File: src/rtl/mem_port_arbiter.sv
// mem_port_arbiter: shares one memory port between IF fetch and MEM load/store.
// Optional macro ARB_TIMEOUT_EN aborts accesses that never see mem_ack.
module mem_port_arbiter #(
  parameter int ADDR_W      = 32,
  parameter int DATA_W      = 32,
  parameter int STARVE_MAX  = 4,
  parameter int TIMEOUT_CYC = 16
) (
  input  logic                clk,
  input  logic                rst,
  input  logic                if_req,
  input  logic [ADDR_W-1:0]   if_addr,
  output logic [DATA_W-1:0]   if_rdata,
  output logic                if_valid,
  input  logic                dm_req,
  input  logic                dm_we,
  input  logic [ADDR_W-1:0]   dm_addr,
  input  logic [DATA_W-1:0]   dm_wdata,
  input  logic [DATA_W/8-1:0] dm_be,
  output logic [DATA_W-1:0]   dm_rdata,
  output logic                dm_valid,
  output logic                mem_req,
  output logic                mem_we,
  output logic [ADDR_W-1:0]   mem_addr,
  output logic [DATA_W-1:0]   mem_wdata,
  output logic [DATA_W/8-1:0] mem_be,
  input  logic                mem_ack,
  input  logic [DATA_W-1:0]   mem_rdata,
  output logic                stall_if,
  output logic                stall_mem,
  output logic                bus_err
);

  localparam int SW = $clog2(STARVE_MAX + 1);
  localparam logic [SW-1:0] SMAX = SW'(STARVE_MAX);

  typedef enum logic [1:0] {IDLE, BUSY_IF, BUSY_DM} state_t;

  state_t        state;
  state_t        state_nx;
  logic [SW-1:0] streak;
  logic          if_elig;
  logic          dm_elig;
  logic          grant_if;
  logic          grant_dm;
  logic          done_if;
  logic          done_dm;
  logic          tmo;

  assign stall_if  = if_req & ~if_valid;
  assign stall_mem = dm_req & ~dm_valid;

  // a req still high during its own valid pulse is the old request
  assign if_elig = if_req & ~if_valid;
  assign dm_elig = dm_req & ~dm_valid;

  always_ff @(posedge clk or negedge rst) begin
    if (!rst) state <= IDLE;
    else      state <= state_nx;
  end

  always_comb begin
    state_nx = state;
    unique case (state)
      IDLE: begin
        if (grant_if)      state_nx = BUSY_IF;
        else if (grant_dm) state_nx = BUSY_DM;
      end
      BUSY_IF: if (done_if) state_nx = IDLE;
      BUSY_DM: if (done_dm) state_nx = IDLE;
      default: state_nx = IDLE;
    endcase
  end

  always_comb begin
    grant_dm = 1'b0;
    grant_if = 1'b0;
    done_if  = 1'b0;
    done_dm  = 1'b0;
    unique case (state)
      IDLE: begin
        grant_dm = dm_elig & (~if_elig | (streak != SMAX));
        grant_if = if_elig & ~grant_dm;
      end
      BUSY_IF: done_if = mem_ack | tmo;
      BUSY_DM: done_dm = mem_ack | tmo;
      default: ;
    endcase
  end

`ifdef ARB_TIMEOUT_EN
  localparam int TW = $clog2(TIMEOUT_CYC + 1);
  logic [TW-1:0] tcnt;

  always_ff @(posedge clk or negedge rst) begin
    if (!rst)                         tcnt <= '0;
    else if (state == IDLE || mem_ack) tcnt <= '0;
    else                              tcnt <= tcnt + TW'(1);
  end

  assign tmo = (state != IDLE) & ~mem_ack &
               (tcnt == TW'(TIMEOUT_CYC - 1));

  always_ff @(posedge clk or negedge rst) begin
    if (!rst)     bus_err <= 1'b0;
    else if (tmo) bus_err <= 1'b1;
  end
`else
  assign tmo     = 1'b0;
  assign bus_err = 1'b0;
`endif

  always_ff @(posedge clk or negedge rst) begin
    if (!rst) begin
      mem_req   <= 1'b0;
      mem_we    <= 1'b0;
      mem_addr  <= '0;
      mem_wdata <= '0;
      mem_be    <= '0;
      if_valid  <= 1'b0;
      dm_valid  <= 1'b0;
      if_rdata  <= '0;
      dm_rdata  <= '0;
      streak    <= '0;
    end else begin
      if_valid <= done_if;
      dm_valid <= done_dm;
      if (grant_if) begin
        mem_req   <= 1'b1;
        mem_we    <= 1'b0;
        mem_addr  <= if_addr;
        mem_wdata <= '0;
        mem_be    <= '1;
      end else if (grant_dm) begin
        mem_req   <= 1'b1;
        mem_we    <= dm_we;
        mem_addr  <= dm_addr;
        mem_wdata <= dm_wdata;
        mem_be    <= dm_be;
      end else if (done_if | done_dm) begin
        mem_req   <= 1'b0;
      end
      if (done_if)
        if_rdata <= tmo ? '0 : mem_rdata;
      // stores keep the last load data unless aborted
      if (done_dm & (tmo | ~mem_we))
        dm_rdata <= tmo ? '0 : mem_rdata;
      if (grant_if)
        streak <= '0;
      else if (state == IDLE && !if_req)
        streak <= '0;
      else if (grant_dm && if_req && streak != SMAX)
        streak <= streak + SW'(1);
    end
  end

endmodule

File: config.mk
export PLATFORM = sky130hd
export DESIGN_NAME = mem_port_arbiter
export DESIGN_NICKNAME = d
export VERILOG_FILES = /design/src/rtl/mem_port_arbiter.sv
export SDC_FILE = /design/constraint.sdc
export NUM_CORES = 1
export LEC_CHECK = 0
export ABC_AREA = 1
export BUFFER_PORTS_ARGS = -buffer_cell sky130_fd_sc_hd__buf_2
export CORE_MARGIN = 2
export CORE_UTILIZATION = 42
export CTS_CLUSTER_DIAMETER = 120
export CTS_CLUSTER_SIZE = 28
export DETAILED_ROUTE_END_ITERATION = 6
export GPL_ROUTABILITY_DRIVEN = 0
export PLACE_DENSITY_LB_ADDON = 0.25
export SLEW_MARGIN = 0
export SYNTH_ARGS = -nofsm -noshare
export SYNTH_HDL_FRONTEND = slang
export SYNTH_SLANG_ARGS = --single-unit
export TNS_END_PERCENT = 10
File: constraint.sdc
create_clock -name clk -period 1.45 [get_ports clk]
set_input_delay 0.145 -clock clk [delete_from_list [all_inputs] [get_ports clk]]
set_output_delay 0.145 -clock clk [all_outputs]
set_load 0.05 [all_outputs]
==> qor.yml <==
final_layout:
  regArea_um2: 3530
  drive_gt1_share_pct: 40.5
  multi_input_area_um2: 1990
  nets: 1129
  nFillCells: 897
  syn_to_final_growth_pct: 69.3
  stdcell_count: 1179
status:
  violations: "negative setup slack"
  run_status: "finished, violations left"
routing:
  vias_per_cell: 5.06
  num_vias: 5971
  drt_iter0_drc: 577
  totalWireLength_mm: 20.7
  detail-route-antenna-nets: 0
  wl_per_cell_um: 17.6
  dr.pass1.iters: 5
  drcViolationCount: 0
synth:
  synth_edf_count: 0
  netlist_instances: 565
  async_reset_ff_share_pct: 100
  syn-cell-area_um2: 5750
  yosys-top-cells-area: "dfrtp_1 (61%), nand2_1 (10%), o21ai_1 (5.0%)"
  ys_warn_count: 0
  syn_nets: 705
  synth_seq_cells: 141
  yosys.area.top_type: "dfrtp_1"
  ys_seq_area_share_pct: 61.4
  syn_area_per_cell_um2: 10.2
  yosysTopAreaCellShare_pct: 61.4
  ys_types: 27
  synth_top_flop_cell: "dfrtp_1"
cts:
  cts-root-buf: "clkbuf_16"
  clk_pin_slew_worst_paths_ns: 0.06
  clock_sinks: 141
  cts_buffer_depth: 2
  clk_latency_ns: 0.42
  htree_levels: 4
  numCtsBuffers: 17
  cts_tree: "yes"
sta:
  setup_viol: 49
  finalMaxSlewViolations: 0
  rsz0062_at_grt: "true"
  fmax_ghz: 0.661
  finalHoldViolCount: 0
  skew_ns: 0.00811
  post-route-min-period_ns: 1.51
  post-route-period-util_pct: 104
  setup_ws_ns: -0.0639
floorplanning:
  die_x_um: 121
  die-height_um: 121
  core_area_um2: 13300
  dieArea_um2: 14600
  initial_core_util_pct: 43.3
  rows: 42
  io_pins: 277
worst_hold_path:
  hp-class: "input pin to flip-flop"
  holdPathStages: 3
  hp-start: "mem_rdata[20]"
  hold_end: "dm_rdata[20]"
pwr:
  powerDensity_nw_per_um2: 2520
  peakVddDrop_uv: 1650
  p_leak_nw: 5.16
  p_total_mw: 24.6
critical_path:
  r2r_start: "streak[0]"
  end_kind: "flip-flop"
  cpMostUsedCell: "nand2_4"
  crit_family: "simple AND/OR/NAND/NOR gates"
  cp_cell_sequence: "inv_1 -> ha_2 -> nand2_2 -> inv_2 -> nand2_4 -> nand2_4 -> nand2_8 -> clkinv_8 -> clkbuf_16 -> nand2_1 -> nand3_1"
  critPathBufInv: 4
  worst-path-max-fanout: 8
  critPathSlowestCell: "dfrtp_1"
  startpoint_type: "flip-flop"
  critPathKind: "flip-flop to flip-flop"
  required_ns: 1.74
  r2r_end: "mem_addr[4]"
  reg2reg_slack_ns: -0.06
  slowest_delay_ns: 0.35
  r2r_cells: 11
  worstPathArrival_ns: 1.80
global_routing:
  grt_pass1_vias: 6233
  grt_max_degree: 64
  grt-ovfl-total: 0
  antenna_found_initial: 1
  track_usage_pct: 26.7
  grt_pass1_wl_mm: 30.4
place:
  hpwl_mm: 11.6
  dp_cells: 1005
  numPortBuffers: 275
job:
  cap_violations: 0
==> how the worst max path moves through the flow <==
stage,end,cells after the start,from,slack [ns]
floorplan,mem_addr[10],8,if_valid,-0.22
global placement,mem_addr[3],10,streak[0],0.003
detailed placement,mem_wdata[21],9,streak[0],-0.08
CTS,mem_addr[8],11,streak[0],-0.03
global route,mem_addr[1],10,streak[1],-0.12
finish,mem_addr[4],11,streak[0],-0.06
==> area by class of cell <==
class,instances,area share (%)
sequential,141,36.3
inverter,45,1.94
clock buffer,19,4.45
timing repair buffer,440,32.7
clock inverter,13,1.95
multi-input combinational,344,20.4
antenna,1,0.0257
tap,176,2.26
==> registers in the layout, indices dropped and copies added (netlist names), 2 cells and up <==
name	cells
streak	3
mem_addr	32
dm_rdata	32
mem_be	4
state	2
if_rdata	32
mem_wdata	32
==> tightest hold or removal path, cell delays in order <==
cell     delay (ns)
buf_2          0.10
inv_1          0.07
o21ai_1        0.07
==> layout by cell type, fill, tap and decap left out, types with 2 or more instances in the layout <==
cell             n
nand3_1         35
nand3_2         35
inv_1           40
dlygate4sd3_1  134
buf_2          273
nand2_2         10
nand2_4          6
o21ai_0          9
buf_12          11
dfrtp_2          2
inv_6            2
nor2_1           2
clkinv_4         2
a22o_1          32
nand2_1        139
nor2_4           4
buf_6            3
bufinv_16        4
clkbuf_16       20
o21ai_1         58
buf_4           14
clkinvlp_4       4
inv_2            3
nor2_2           3
clkbuf_1         2
dfrtp_1        139
==> cell families (layout without fill, tap and decap cells) <==
family                     after synthesis  in the layout  share of synthesized area [%]
and+or+nand+nor                        238            238                           20.2
DFF                                    141            141                           61.4
AOI/OAI and AO/OA                      102            102                           11.1
buffers and inverters                   80            517                           6.70
adders and majority gates                2              2                          0.435
other                                    1              2                         0.0652
xor gates and xnor gates                 1              1                          0.152
==> power by group <==
part / internal (mW) / total, mW / switching, mW
Sequential: 5.70 / 6.76 / 1.06
Combinational: 3.54 / 13.2 / 9.67
Clock: 2.89 / 4.59 / 1.70
==> metrics by stage <==
step           instance area, um2  setup WS (ns)  utilization, %  hold WS (ns)  TNS, ns
6_report                     9740        -0.0639            73.2        0.0269    -1.27
5_1_grt                      9740         -0.119            73.2        0.0423    -5.85
4_1_cts                      9500        -0.0328            71.4       0.00802   -0.741
3_5_place_dp                 7450        -0.0778            56.1        0.0522    -3.13
3_3_place_gp                 7450        0.00269            56.1        0.0467        0
2_1_floorplan                5760         -0.221               -        -0.151   -12.69
==> synth_stat cells, types with 2 or more instances <==
library cell,instances
o21ai_0,9
buf_2,23
buf_6,6
nand2_2,3
nor2_4,3
nand3_2,25
nand2_1,153
o21ai_1,58
ha_1,2
nand3_1,45
dfrtp_1,141
buf_1,2
nor2_2,2
nor2_1,4
a22o_1,32
inv_2,4
inv_1,41
buf_4,3
==> routing by layer <==
layer | wire length [um] | track usage, %
met1 | 7650 | 29.0
met2 | 10500 | 46.6
met4 | 741 | 13.3
met5 | 0 | 0
met3 | 1840 | 8.46
==> repair_timing <==
action                                 4_1_cts  5_1_grt
pin swaps                                    1        3
hold buffers                               134        0
gates cloned                                 1        4
setup buffers                                1        1
setup endpoints to repair                   70       73
endpoints found under the hold margin      270        0
gates resized for setup                     14       37
Power figures use the tool's default switching activity.
